$ cat src/rtl/ioport_bus_master_if.sv
// Command/response handshake and port-bus signals of the I/O port bus master.
// The master modport is the initiator side; the slave modport is the command source and bus responder.
interface ioport_bus_master_if;
  logic       cmd_valid;
  logic       cmd_ready;
  logic [1:0] cmd_op;
  logic [7:0] cmd_port;
  logic [7:0] cmd_data;
  logic       rsp_valid;
  logic [7:0] rsp_data;
  logic       irq_en;
  logic [7:0] port_id;
  logic [7:0] out_port;
  logic [7:0] in_port;
  logic       write_strobe;
  logic       k_write_strobe;
  logic       read_strobe;
  logic       interrupt;
  logic       interrupt_ack;
  logic [7:0] irq_count;
  logic       irq_stuck;

  modport master (
    input  cmd_valid, cmd_op, cmd_port, cmd_data, irq_en, in_port, interrupt,
    output cmd_ready, rsp_valid, rsp_data, port_id, out_port,
           write_strobe, k_write_strobe, read_strobe,
           interrupt_ack, irq_count, irq_stuck
  );

  modport slave (
    output cmd_valid, cmd_op, cmd_port, cmd_data, irq_en, in_port, interrupt,
    input  cmd_ready, rsp_valid, rsp_data, port_id, out_port,
           write_strobe, k_write_strobe, read_strobe,
           interrupt_ack, irq_count, irq_stuck
  );
endinterface

$ cat src/rtl/ioport_bus_master.sv
// KCPSM6-timed port-bus initiator: runs read/write/constant-write commands as
// two-cycle bus cycles with a one-cycle response, and acknowledges level interrupts.
module ioport_bus_master #(
  parameter int unsigned POST_GAP  = 0,
  parameter int unsigned IWAIT_MAX = 15
) (
  input  logic                  clk,
  input  logic                  rst,
  ioport_bus_master_if.master   bus
);

  typedef enum logic [2:0] {
    IDLE, ADDR, STRB, RESP, GAP, IACK, IWAIT
  } state_e;

  typedef enum logic [1:0] {
    OP_READ   = 2'b00,
    OP_WRITE  = 2'b01,
    OP_KWRITE = 2'b10,
    OP_NOP    = 2'b11
  } op_e;

  localparam logic [3:0] GAP_LAST   = 4'(POST_GAP - 1);
  localparam logic [7:0] IWAIT_LAST = 8'(IWAIT_MAX);

  state_e     state_q, state_d;
  op_e        op_q, op_d;
  op_e        cmd_op;
  logic [7:0] port_id_q, port_id_d;
  logic [7:0] out_port_q, out_port_d;
  logic [7:0] rdata_q, rdata_d;
  logic [3:0] gap_cnt_q, gap_cnt_d;
  logic [7:0] iwait_cnt_q, iwait_cnt_d;
  logic [7:0] irq_count_q, irq_count_d;
  logic       irq_stuck_q, irq_stuck_d;
  logic       irq_take;

  assign cmd_op   = op_e'(bus.cmd_op);
  assign irq_take = bus.irq_en & bus.interrupt & ~irq_stuck_q;

  always_comb begin
    // NOTE: every signal gets its hold value first so no path through the case infers a latch.
    state_d     = state_q;
    op_d        = op_q;
    port_id_d   = port_id_q;
    out_port_d  = out_port_q;
    rdata_d     = rdata_q;
    gap_cnt_d   = gap_cnt_q;
    iwait_cnt_d = iwait_cnt_q;
    irq_count_d = irq_count_q;
    irq_stuck_d = irq_stuck_q;

    case (state_q)
      IDLE: begin
        // A pending interrupt wins over a command; the command simply waits.
        if (irq_take) begin
          state_d = IACK;
        end else if (bus.cmd_valid) begin
          op_d    = cmd_op;
          state_d = ADDR;
          if (cmd_op != OP_NOP) port_id_d = bus.cmd_port;
          if (cmd_op == OP_WRITE || cmd_op == OP_KWRITE) out_port_d = bus.cmd_data;
        end
      end
      ADDR: state_d = (op_q == OP_NOP) ? RESP : STRB;
      STRB: begin
        if (op_q == OP_READ) rdata_d = bus.in_port;
        state_d = RESP;
      end
      RESP: begin
        gap_cnt_d = 4'd0;
        state_d   = (POST_GAP > 0) ? GAP : IDLE;
      end
      GAP: begin
        if (gap_cnt_q == GAP_LAST) state_d = IDLE;
        else                       gap_cnt_d = gap_cnt_q + 4'd1;
      end
      IACK: begin
        if (irq_count_q != 8'hFF) irq_count_d = irq_count_q + 8'd1;
        iwait_cnt_d = 8'd0;
        state_d     = IWAIT;
      end
      IWAIT: begin
        // Hold off re-triggering until the level interrupt is released or declared stuck.
        if (!bus.interrupt) begin
          state_d = IDLE;
        end else if (iwait_cnt_q + 8'd1 == IWAIT_LAST) begin
          irq_stuck_d = 1'b1;
          state_d     = IDLE;
        end else begin
          iwait_cnt_d = iwait_cnt_q + 8'd1;
        end
      end
      default: state_d = IDLE;
    endcase
  end

  always_ff @(posedge clk) begin
    // NOTE: non-blocking assignments so every register samples pre-edge values.
    if (rst) begin
      state_q     <= IDLE;
      op_q        <= OP_NOP;
      port_id_q   <= 8'h00;
      out_port_q  <= 8'h00;
      rdata_q     <= 8'h00;
      gap_cnt_q   <= 4'd0;
      iwait_cnt_q <= 8'd0;
      irq_count_q <= 8'd0;
      irq_stuck_q <= 1'b0;
    end else begin
      state_q     <= state_d;
      op_q        <= op_d;
      port_id_q   <= port_id_d;
      out_port_q  <= out_port_d;
      rdata_q     <= rdata_d;
      gap_cnt_q   <= gap_cnt_d;
      iwait_cnt_q <= iwait_cnt_d;
      irq_count_q <= irq_count_d;
      irq_stuck_q <= irq_stuck_d;
    end
  end

  assign bus.cmd_ready      = (state_q == IDLE) & ~irq_take & ~rst;
  assign bus.rsp_valid      = (state_q == RESP);
  assign bus.rsp_data       = (state_q == RESP && op_q == OP_READ) ? rdata_q : 8'h00;
  assign bus.port_id        = port_id_q;
  assign bus.out_port       = out_port_q;
  assign bus.read_strobe    = (state_q == STRB) && (op_q == OP_READ);
  assign bus.write_strobe   = (state_q == STRB) && (op_q == OP_WRITE);
  assign bus.k_write_strobe = (state_q == STRB) && (op_q == OP_KWRITE);
  assign bus.interrupt_ack  = (state_q == IACK);
  assign bus.irq_count      = irq_count_q;
  assign bus.irq_stuck      = irq_stuck_q;

endmodule

$ cat src/flat_wrapper.sv
// flat-port wrapper written by rule: the top's interface ports become plain ports
module ioport_bus_master_flat 
#(
  parameter int unsigned POST_GAP  = 0,
  parameter int unsigned IWAIT_MAX = 15
)
  (clk, rst, bus_cmd_valid, bus_cmd_op, bus_cmd_port, bus_cmd_data, bus_irq_en, bus_in_port, bus_interrupt, bus_cmd_ready, bus_rsp_valid, bus_rsp_data, bus_port_id, bus_out_port, bus_write_strobe, bus_k_write_strobe, bus_read_strobe, bus_interrupt_ack, bus_irq_count, bus_irq_stuck);
  ioport_bus_master_if bus_i ();
  input  logic clk;
  input  logic rst;
  input wire logic [$bits(bus_i.cmd_valid)-1:0] bus_cmd_valid;
  input wire logic [$bits(bus_i.cmd_op)-1:0] bus_cmd_op;
  input wire logic [$bits(bus_i.cmd_port)-1:0] bus_cmd_port;
  input wire logic [$bits(bus_i.cmd_data)-1:0] bus_cmd_data;
  input wire logic [$bits(bus_i.irq_en)-1:0] bus_irq_en;
  input wire logic [$bits(bus_i.in_port)-1:0] bus_in_port;
  input wire logic [$bits(bus_i.interrupt)-1:0] bus_interrupt;
  output wire logic [$bits(bus_i.cmd_ready)-1:0] bus_cmd_ready;
  output wire logic [$bits(bus_i.rsp_valid)-1:0] bus_rsp_valid;
  output wire logic [$bits(bus_i.rsp_data)-1:0] bus_rsp_data;
  output wire logic [$bits(bus_i.port_id)-1:0] bus_port_id;
  output wire logic [$bits(bus_i.out_port)-1:0] bus_out_port;
  output wire logic [$bits(bus_i.write_strobe)-1:0] bus_write_strobe;
  output wire logic [$bits(bus_i.k_write_strobe)-1:0] bus_k_write_strobe;
  output wire logic [$bits(bus_i.read_strobe)-1:0] bus_read_strobe;
  output wire logic [$bits(bus_i.interrupt_ack)-1:0] bus_interrupt_ack;
  output wire logic [$bits(bus_i.irq_count)-1:0] bus_irq_count;
  output wire logic [$bits(bus_i.irq_stuck)-1:0] bus_irq_stuck;
  assign bus_i.cmd_valid = bus_cmd_valid;
  assign bus_i.cmd_op = bus_cmd_op;
  assign bus_i.cmd_port = bus_cmd_port;
  assign bus_i.cmd_data = bus_cmd_data;
  assign bus_i.irq_en = bus_irq_en;
  assign bus_i.in_port = bus_in_port;
  assign bus_i.interrupt = bus_interrupt;
  assign bus_cmd_ready = bus_i.cmd_ready;
  assign bus_rsp_valid = bus_i.rsp_valid;
  assign bus_rsp_data = bus_i.rsp_data;
  assign bus_port_id = bus_i.port_id;
  assign bus_out_port = bus_i.out_port;
  assign bus_write_strobe = bus_i.write_strobe;
  assign bus_k_write_strobe = bus_i.k_write_strobe;
  assign bus_read_strobe = bus_i.read_strobe;
  assign bus_interrupt_ack = bus_i.interrupt_ack;
  assign bus_irq_count = bus_i.irq_count;
  assign bus_irq_stuck = bus_i.irq_stuck;
  ioport_bus_master #(.POST_GAP(POST_GAP), .IWAIT_MAX(IWAIT_MAX)) u_core (.clk(clk), .rst(rst), .bus(bus_i));
endmodule
$ cat config.mk
export PLATFORM = sky130hd
export DESIGN_NAME = ioport_bus_master_flat
export DESIGN_NICKNAME = d
export VERILOG_FILES = /design/src/rtl/ioport_bus_master_if.sv /design/src/rtl/ioport_bus_master.sv /design/src/flat_wrapper.sv
export SDC_FILE = /design/constraint.sdc
export NUM_CORES = 1
export LEC_CHECK = 0
export CAP_MARGIN = 20
export CORE_MARGIN = 8
export CORE_UTILIZATION = 32
export CTS_BUF_LIST = sky130_fd_sc_hd__clkbuf_8
export DETAILED_ROUTE_END_ITERATION = 16
export DONT_BUFFER_PORTS = 1
export PLACE_DENSITY = 0.45
export REMOVE_ABC_BUFFERS = 1
export SYNTH_ARGS = -nofsm -noshare
export SYNTH_HDL_FRONTEND = slang
export SYNTH_SLANG_ARGS = --single-unit
$ cat constraint.sdc
create_clock -name clk -period 4.83 [get_ports clk]
set_input_delay 0.483 -clock clk [delete_from_list [all_inputs] [get_ports clk]]
set_output_delay 0.483 -clock clk [all_outputs]
set_load 0.02 [all_outputs]
==> flow_summary.ini, run 1 <==
[clock_network]
numCtsBuffers = 5
cts_resized = 0
cts-root-buf = clkbuf_8
cts_setup_buffers = 0
cts_buffer_depth = 2
clk_pin_slew_ns = 0.09
cts_tree = done
clk_latency_ns = 0.30
htree_levels = 2
hold_buffers = 0
clock_sinks = 50

[setup_path]
worstSetupStartpointType = register
worstReg2RegStart = u_core.iwait_cnt_q[0]$_SDFFE_PP0P_
critPathRequiredTime_ns = 4.35
r2r_setup_slack_ns = 2.59
crit_path_top_delay_cell = nor4_1
worstReg2RegEnd = u_core.iwait_cnt_q[5]$_SDFFE_PP0P_
endpoint = bus_rsp_data[6]
critPathMaxFanout = 11
crit_path_cell_trace = nand2_1 -> nor4_1 -> and2_1
crit_buf_inv = 0
crit_start = u_core.state_q[0]$_SDFFE_PP0P_
crit_family = simple AND/OR/NAND/NOR gates
critPathCaptureType = primary output
cp_slowest_stage_delay_ns = 0.68
worstPathArrival_ns = 2.04
crit_cells = 3
worst-r2r-cell-count = 6
crit_type = reg2out

[placed_design]
routabilityCongestion = 0.718
placed_area_sq_um = 2440
dpl.hpwl_um = 4030
port_buffers = 0

[floorplanning]
core_sq_um = 7210
die_area_sq_um = 10400
ios = 70
die_w_um = 102
die_height_um = 102
rows = 31
initial_core_util_pct = 32.8

[cells_and_area]
nets = 297
final_core_util_pct = 35.1
fin_area_sq_um = 2530
n_antenna_cell = 0
n_fill_cell = 803
drive_gt1_share_pct = 5.75
final_common_cell = dfxtp_1
syn_to_final_growth_pct = 6.99
layout_common_cells = dfxtp_1, nor2_1, mux2i_1

[power_and_ir_drop]
p_leak_nw = 1.03
powerDensity_nw_per_um2 = 307
finalPower_w = 0.000777
vdd_drop_max_uv = 123

[routing]
firstDrtPassIters = 4
route.vias.total = 1803
routed_wl_um = 5470
wire_per_inst_um = 15.2
vias_per_cell = 5.01
ant_nets = 0
remaining_drc_errors = 0
drtIter0Drc = 39

[global_route]
use_met1_pct = 11.7
grt_use_met3_pct = 5.04
overflow = 0
grt_max_degree = 47
track_usage_pct = 10.4
antenna_found_initial = 0
grt_pass1_vias = 1712
top_usage_layer = met2
grt_pass1_wl_um = 8600
met2_usage_pct = 17.2

[timing]
fin_worst_skew_ns = 0.00647
slew_viol_final = 0
hold_viol = 0
setup_viol = 0
fin_setup_tns_ns = 0
post-route-period-util_pct = 52.2
timing.fmax_ghz = 0.397
tightest_slew_ns = 0.862
relSlewSlack_pct = 42.0
finalCriticalPeriod_ns = 2.52
grt_setup_unrepaired = false

[logic_synthesis]
synth_seq_cells = 50
ys_warn_count = 0
netlist_area_sq_um = 2360
synthDistinctLibCells = 50
synth_ff_type = dfxtp_1
synth_edf_count = 0
yosysSeqAreaShare_pct = 42.4
synthCells = 264
avgSynthCellArea_sq_um = 8.95
async_flop_share_pct = 0

[run_status]
status = completed

[job]
maxCapViolations = 0

[worst_hold_path]
min_path_type = in2reg
registers in the layout (all words and copies together), names as in the netlist:
name	cells
u_core.gap_cnt_q	4
u_core.bus.out_port	8
u_core.bus.port_id	8
u_core.bus.irq_stuck	1
u_core.bus.irq_count	8
u_core.op_q	2
u_core.rdata_q	8
u_core.iwait_cnt_q	8
u_core.state_q	3
logic make-up after synthesis:
kind of cell | share of synthesized area, %
flip-flops | 42.4
XOR/XNOR | 3.34
multiplexers | 12.4
buffers and inverters | 3.86
adder cells (fa/ha/maj) | 2.65
AND/OR/NAND/NOR | 23.7
AO/OA/AOI/OAI | 11.6
cell type report:
class | count | area [sq um] | share of cell area, %
clock buffers | 5 | 68.8 | 2.72
flip-flops and latches | 50 | 1000 | 39.6
multi-input cells | 191 | 1270 | 50.3
clock inverters | 2 | 15.0 | 0.594
well taps | 99 | 124 | 4.90
inverters | 13 | 48.8 | 1.93
worst register-to-register path: stages (launching register included):
cell and delay, ns:
dfxtp_1 0.37, ha_1 0.31, nand2b_1 0.19, o21ai_1 0.17, a41oi_2 0.30, o41a_1 0.61, o221ai_1 0.22
cell usage after synthesis (2+ instances only):
library cell  instances  area, sq um
dfxtp_1              50         1000
nor2_1               49          184
mux2i_1              26          260
inv_1                12         45.0
nand2_1              11         41.3
nand3_1              11         55.1
and2_1                9         56.3
nor3_1                8         40.0
o21ai_1               6         30.0
xnor2_1               6         52.6
a21oi_1               5         25.0
clkbuf_1              5         18.8
ha_1                  5         62.6
o221ai_1              5         43.8
buf_2                 4         20.0
nand2b_1              4         25.0
or3_1                 4         25.0
nand4_1               3         18.8
o211ai_1              3         22.5
xor2_1                3         26.3
a211o_1               2         17.5
a21o_1                2         15.0
nand3b_1              2         15.0
nor2b_1               2         12.5
nor3b_1               2         15.0
metal layers:
metal / up-vias / part of all wire [%]
li1: 920 / -
met1: 834 / 42
met2: 44 / 47
met3: 5 / 9.4
met4: 0 / 0.99
met5: - / 0
how the worst min path moves through the flow:
stage	start	endpoint	slack [ns]	depth (start not counted)
3_3_place_gp	u_core.rdata_q[2]$_SDFFE_PP0P_	u_core.rdata_q[2]$_SDFFE_PP0P_	0.47	2
2_1_floorplan	u_core.rdata_q[0]$_SDFFE_PP0P_	u_core.rdata_q[0]$_SDFFE_PP0P_	0.45	2
3_5_place_dp	u_core.rdata_q[5]$_SDFFE_PP0P_	u_core.rdata_q[5]$_SDFFE_PP0P_	0.48	2
5_1_grt	rst	u_core.bus.irq_count[3]$_SDFFE_PP0P_	0.21	1
4_1_cts	rst	u_core.bus.irq_count[3]$_SDFFE_PP0P_	0.22	1
6_report	rst	u_core.bus.port_id[7]$_SDFFE_PP0P_	0.24	1
stage by stage:
| stage | setup WS, ns | hold WS (ns) | instances |
|---|---|---|---|
| global route | 2.11 | 0.215 | 360 |
| finish | 2.31 | 0.241 | 360 |
| global placement | 2.67 | 0.471 | 353 |
| CTS | 2.27 | 0.222 | 360 |
| detailed placement | 2.60 | 0.478 | 353 |
| floorplan | 2.94 | 0.455 | 254 |
report_power, final:
part           switching, W  internal, W  leakage, nW  total [W]
clock network      0.000138    0.0000991       0.0362   0.000237
logic             0.0000429    0.0000345        0.588  0.0000774
registers         0.0000338     0.000429        0.405   0.000463
total              0.000214     0.000563         1.03   0.000777
Power figures use the tool's default switching activity.
==> inputs of run 2 (changes only) <==
Clock period 4.83 ns to 2.4 ns, I/O delays scaled along.
==> run 2 against run 1 <==
First-iteration DRC count is 54% higher. Highest routed layer unchanged. Final cell count is 3.3% higher. Clock skew is 0.0046 ns higher. Critical path depth is 3 higher. Utilization is 1.6 points higher. Wire length is 0.90% higher. Final area is 4.6% higher. Sequential cell count stayed put. Non-clock buffer count is 11 higher. Largest power group unchanged.
==> flow_summary.ini, run 2 (synthesis results as in run 1) <==
[clock_network]
cts_setup_buffers = 0
htree_levels = 2
clk_pin_slew_ns = 0.10
cts_tree = done
numCtsBuffers = 5
cts-root-buf = clkbuf_8
cts_buffer_depth = 2
clock_sinks = 50
clk_latency_ns = 0.30

[setup_path]
worst-r2r-cell-count = 6
worstReg2RegEnd = u_core.iwait_cnt_q[2]$_SDFFE_PP0P_
worstPathArrival_ns = 2.38
r2r_setup_slack_ns = 0.24
critPathMaxFanout = 10
critPathCaptureType = register
worstSetupStartpointType = register
endpoint = u_core.iwait_cnt_q[2]$_SDFFE_PP0P_
worstReg2RegStart = u_core.iwait_cnt_q[0]$_SDFFE_PP0P_
cp_slowest_stage_delay_ns = 0.57
crit_path_top_delay_cell = o41a_1
crit_type = reg2reg
crit_start = u_core.iwait_cnt_q[0]$_SDFFE_PP0P_
crit_path_cell_trace = ha_1 -> nand2b_1 -> o21ai_1 -> a41oi_2 -> o41a_1 -> o221ai_1
critPathRequiredTime_ns = 2.62

[timing]
timing.fmax_ghz = 0.463
post-route-period-util_pct = 90.0
worst_hold_slack_ns = 0.0237
relSlewSlack_pct = 57.5
hold_viol = 0
fin_worst_skew_ns = 0.0110
tightest_slew_ns = 0.633
setup_viol = 0
fin_setup_tns_ns = 0
slew_viol_final = 0
finalCriticalPeriod_ns = 2.16
grt_setup_unrepaired = false

[power_and_ir_drop]
p_leak_nw = 1.11
vdd_drop_max_uv = 202
powerDensity_nw_per_um2 = 618
finalPower_w = 0.00164

[global_route]
grt_max_degree = 39
antenna_found_initial = 0
overflow = 0
track_usage_pct = 10.6
grt_pass1_wl_um = 8630
grt_pass1_vias = 1735

[worst_hold_path]
min_path_type = in2reg

[floorplanning]
rows = 31
die_w_um = 102
core_sq_um = 7210
die_area_sq_um = 10400
die_height_um = 102
initial_core_util_pct = 32.8
ios = 70

[placed_design]
routabilityCongestion = 0.780
dpl.hpwl_um = 3970
port_buffers = 0

[routing]
drtIter0Drc = 60
routed_wl_um = 5520
vias_per_cell = 4.91
route.vias.total = 1828
firstDrtPassIters = 4
remaining_drc_errors = 0
wire_per_inst_um = 14.8
ant_nets = 0

[cells_and_area]
layout_common_cells = dfxtp_1, nor2_1, mux2i_1
n_antenna_cell = 0
drive_gt1_share_pct = 9.16
final_core_util_pct = 36.7
syn_to_final_growth_pct = 11.9
final_common_cell = dfxtp_1
nets = 308

[run_status]
status = completed

[job]
maxCapViolations = 0
## run 2: cell count changes in the layout (fill, tap and decap cells not counted), sizes merged
| cell | before | now |
|---|---|---|
| clkbuf | 5 | 6 |
| dlygate4sd3 | 0 | 2 |
| buf | 0 | 9 |
| clkinv | 0 | 2 |
| clkinvlp | 2 | 0 |
## run 2: worst max-delay path, delay by kind of cell (launching register included)
kind / cells / cell delay [ns]
DFF: 1 / 0.37
adders and majority gates: 1 / 0.30
AOI/OAI and AO/OA: 4 / 1.23
and+or+nand+nor: 1 / 0.19
## run 2: area by class of cell
cell class                 count  area [sq um]
clock inverter                 2          17.5
fill                         776          4570
sequential                    50          1000
clock buffer                   6          82.6
inverter                      13          48.8
timing repair buffer          11           100
tap                           99           124
multi-input combinational    191          1270
## run 2: through the flow
step | cells | setup WS, ns | instance area, sq um
after floorplan | 254 | 0.507 | 2320
after global placement | 361 | 0.263 | 2500
after detailed placement | 361 | 0.228 | 2500
after CTS | 371 | 0.217 | 2640
after global routing | 372 | 0.0488 | 2650
final | 372 | 0.240 | 2650
## run 2: repair_timing
item | CTS | global route
endpoints found under the hold margin | 38 | 1
hold buffers | 2 | 1
resized for setup | 0 | 0
## run 2: worst min path at each step
stage / from / to / slack [ns] / cells past startpoint
after global placement: rst / u_core.bus.port_id[4]$_SDFFE_PP0P_ / 0.32 / 1
after global routing: rst / u_core.op_q[0]$_SDFFE_PP1P_ / 0.001 / 1
after floorplan: rst / u_core.bus.irq_count[3]$_SDFFE_PP0P_ / 0.31 / 1
after detailed placement: rst / u_core.bus.port_id[4]$_SDFFE_PP0P_ / 0.32 / 1
final: rst / u_core.op_q[1]$_SDFFE_PP1P_ / 0.02 / 1
after CTS: rst / u_core.gap_cnt_q[2]$_SDFFE_PP0P_ / 0.002 / 1
## run 2: where the power goes
group	switching (W)	internal, W	leakage [nW]
logic	0.0000997	0.0000794	0.649
clock network	0.000289	0.000238	0.0514
registers	0.0000662	0.000864	0.405
## run 2: routing by layer
layer / wire, um / GRT usage, % / vias to the layer above
li1: - / - / 945
met1: 2340 / 12.3 / 832
met2: 2600 / 16.8 / 47
met3: 520 / 4.56 / 4
met4: 60 / 4.06 / 0
met5: 0 / 0 / -
==> inputs of run 3 (changes only) <==
Settings changed: CORE_UTILIZATION 32 to 50, PLACE_DENSITY 0.45 to 0.64.
==> run 3 against run 2 <==
Hold slack got worse by 0.00076 ns. Total power shrank 4.3%. Sequential power about the same. Register-to-register slack barely moved. Die area is 31% lower. Count of clock-buffer cells in the layout down 1. Final cell count down 13%. Non-clock buffer count down 3. Final area is 3.9% lower. Sequential cell count did not move. Utilization up 18 points. Sequential share of layout area increased by 1.5 points.
==> flow_summary.ini, run 3 (synthesis results as in run 1) <==
[setup_path]
critPathCaptureType = register
worstSetupStartpointType = register
worstPathArrival_ns = 2.37
worst-r2r-cell-count = 6
critPathRequiredTime_ns = 2.61
worstReg2RegEnd = u_core.iwait_cnt_q[2]$_SDFFE_PP0P_
worstReg2RegStart = u_core.iwait_cnt_q[0]$_SDFFE_PP0P_
crit_type = reg2reg
crit_start = u_core.iwait_cnt_q[0]$_SDFFE_PP0P_
r2r_setup_slack_ns = 0.24
endpoint = u_core.iwait_cnt_q[2]$_SDFFE_PP0P_
critPathMaxFanout = 10

[routing]
drtIter0Drc = 79
remaining_drc_errors = 0
firstDrtPassIters = 4
ant_nets = 0
wire_per_inst_um = 15.9
route.vias.total = 1801
vias_per_cell = 5.56
routed_wl_um = 5160

[cells_and_area]
n_fill_cell = 438
final-seq-area_sq_um = 1000
instances_no_fill = 324
n_antenna_cell = 0
layout_common_cells = dfxtp_1, nor2_1, mux2i_1
final_common_cell = dfxtp_1
drive_gt1_share_pct = 7.41
multi_input_area_sq_um = 1270
nets = 305
syn_to_final_growth_pct = 7.57

[global_route]
grt_pass1_wl_um = 7980
antenna_found_initial = 0
grt_pass1_vias = 1684
overflow = 0
grt_max_degree = 47
track_usage_pct = 13.5

[timing]
setup_viol = 0
fin_setup_tns_ns = 0
timing.fmax_ghz = 0.463
worst_hold_slack_ns = 0.0229
grt_setup_unrepaired = false
post-route-period-util_pct = 90.0
finalCriticalPeriod_ns = 2.16
layout_setup_ws_ns = 0.241
tightest_slew_ns = 0.744
hold_viol = 0
relSlewSlack_pct = 50.3
slew_viol_final = 0
fin_worst_skew_ns = 0.0132

[clock_network]
htree_levels = 2
cts_buffer_depth = 2
cts_setup_buffers = 0
hold_buffers = 0
cts_resized = 0
cts_tree = done
clock_sinks = 50
numCtsBuffers = 5
clk_pin_slew_ns = 0.08
cts-root-buf = clkbuf_8
clk_latency_ns = 0.30

[floorplanning]
die_area_sq_um = 7180
rows = 25
core_sq_um = 4630
die_w_um = 84.8
initial_core_util_pct = 51.1
die_height_um = 84.8
ios = 70

[placed_design]
dp.cells = 313
routabilityCongestion = 0.856
port_buffers = 0
dpl.hpwl_um = 3580
post-place-ws_ns = 0.269

[job]
maxCapViolations = 0

[power_and_ir_drop]
finalPower_w = 0.00156
powerDensity_nw_per_um2 = 615
p_leak_nw = 1.08
vdd_drop_max_uv = 366

[run_status]
status = completed

[worst_hold_path]
min_path_type = in2reg
==> run 3: cell types whose count changed in the layout (fill, tap and decap cells not counted), sizes merged <==
cell,change
clkbuf,-1
buf,-4
inv,+1
dlygate4sd3,+1
==> run 3: final cells by class <==
type / count / area share (%)
sequential: 50 / 39.4
clock inverter: 3 / 0.689
tap: 54 / 2.66
multi-input combinational: 191 / 50.0
inverter: 13 / 1.92
clock buffer: 5 / 2.71
timing repair buffer: 8 / 2.66
==> run 3: power breakdown <==
| group | total [W] | internal, W | leakage (nW) | switching [W] |
|---|---|---|---|---|
| Clock | 0.000466 | 0.000202 | 0.0493 | 0.000264 |
| Sequential | 0.000931 | 0.000864 | 0.405 | 0.0000673 |
| Combinational | 0.000168 | 0.0000747 | 0.628 | 0.0000932 |
| Total | 0.00156 | 0.00114 | 1.08 | 0.000425 |
==> run 3: per-stage QoR <==
step                      utilization (%)  instance area, sq um
after floorplan                         -                  2320
after global placement               52.4                  2430
after detailed placement             52.4                  2430
after CTS                            54.3                  2510
after global routing                 54.9                  2540
final                                54.9                  2540
==> run 3: worst min-delay path by stage <==
stage | startpoint | endpoint | slack, ns | depth (start not counted)
2_1_floorplan | rst | u_core.bus.irq_count[3]$_SDFFE_PP0P_ | 0.31 | 1
3_3_place_gp | rst | u_core.rdata_q[5]$_SDFFE_PP0P_ | 0.32 | 1
3_5_place_dp | rst | u_core.bus.irq_count[3]$_SDFFE_PP0P_ | 0.32 | 1
4_1_cts | rst | u_core.gap_cnt_q[0]$_SDFFE_PP0P_ | 0.00007 | 1
5_1_grt | rst | u_core.bus.out_port[3]$_SDFFE_PP0P_ | 0.0008 | 1
6_report | rst | u_core.bus.irq_count[6]$_SDFFE_PP0P_ | 0.02 | 1
==> run 3: routing by layer <==
| metal | wire (um) | vias to the layer above | part of all wire [%] | track usage [%] |
|---|---|---|---|---|
| met5 | 0 | - | 0 | 0 |
| met4 | 21 | 0 | 0.41 | 3.88 |
| met3 | 397 | 2 | 7.7 | 5.37 |
| met2 | 2480 | 45 | 48 | 22.5 |
| met1 | 2260 | 818 | 44 | 15.3 |
| li1 | - | 936 | - | - |
==> run 3: critical path, stage by stage, from the launching register on <==
cell      delay [ns]
dfxtp_1         0.36
ha_1            0.30
nand2b_1        0.20
o21ai_1         0.17
a41oi_2         0.28
o41a_1          0.57
o221ai_1        0.21
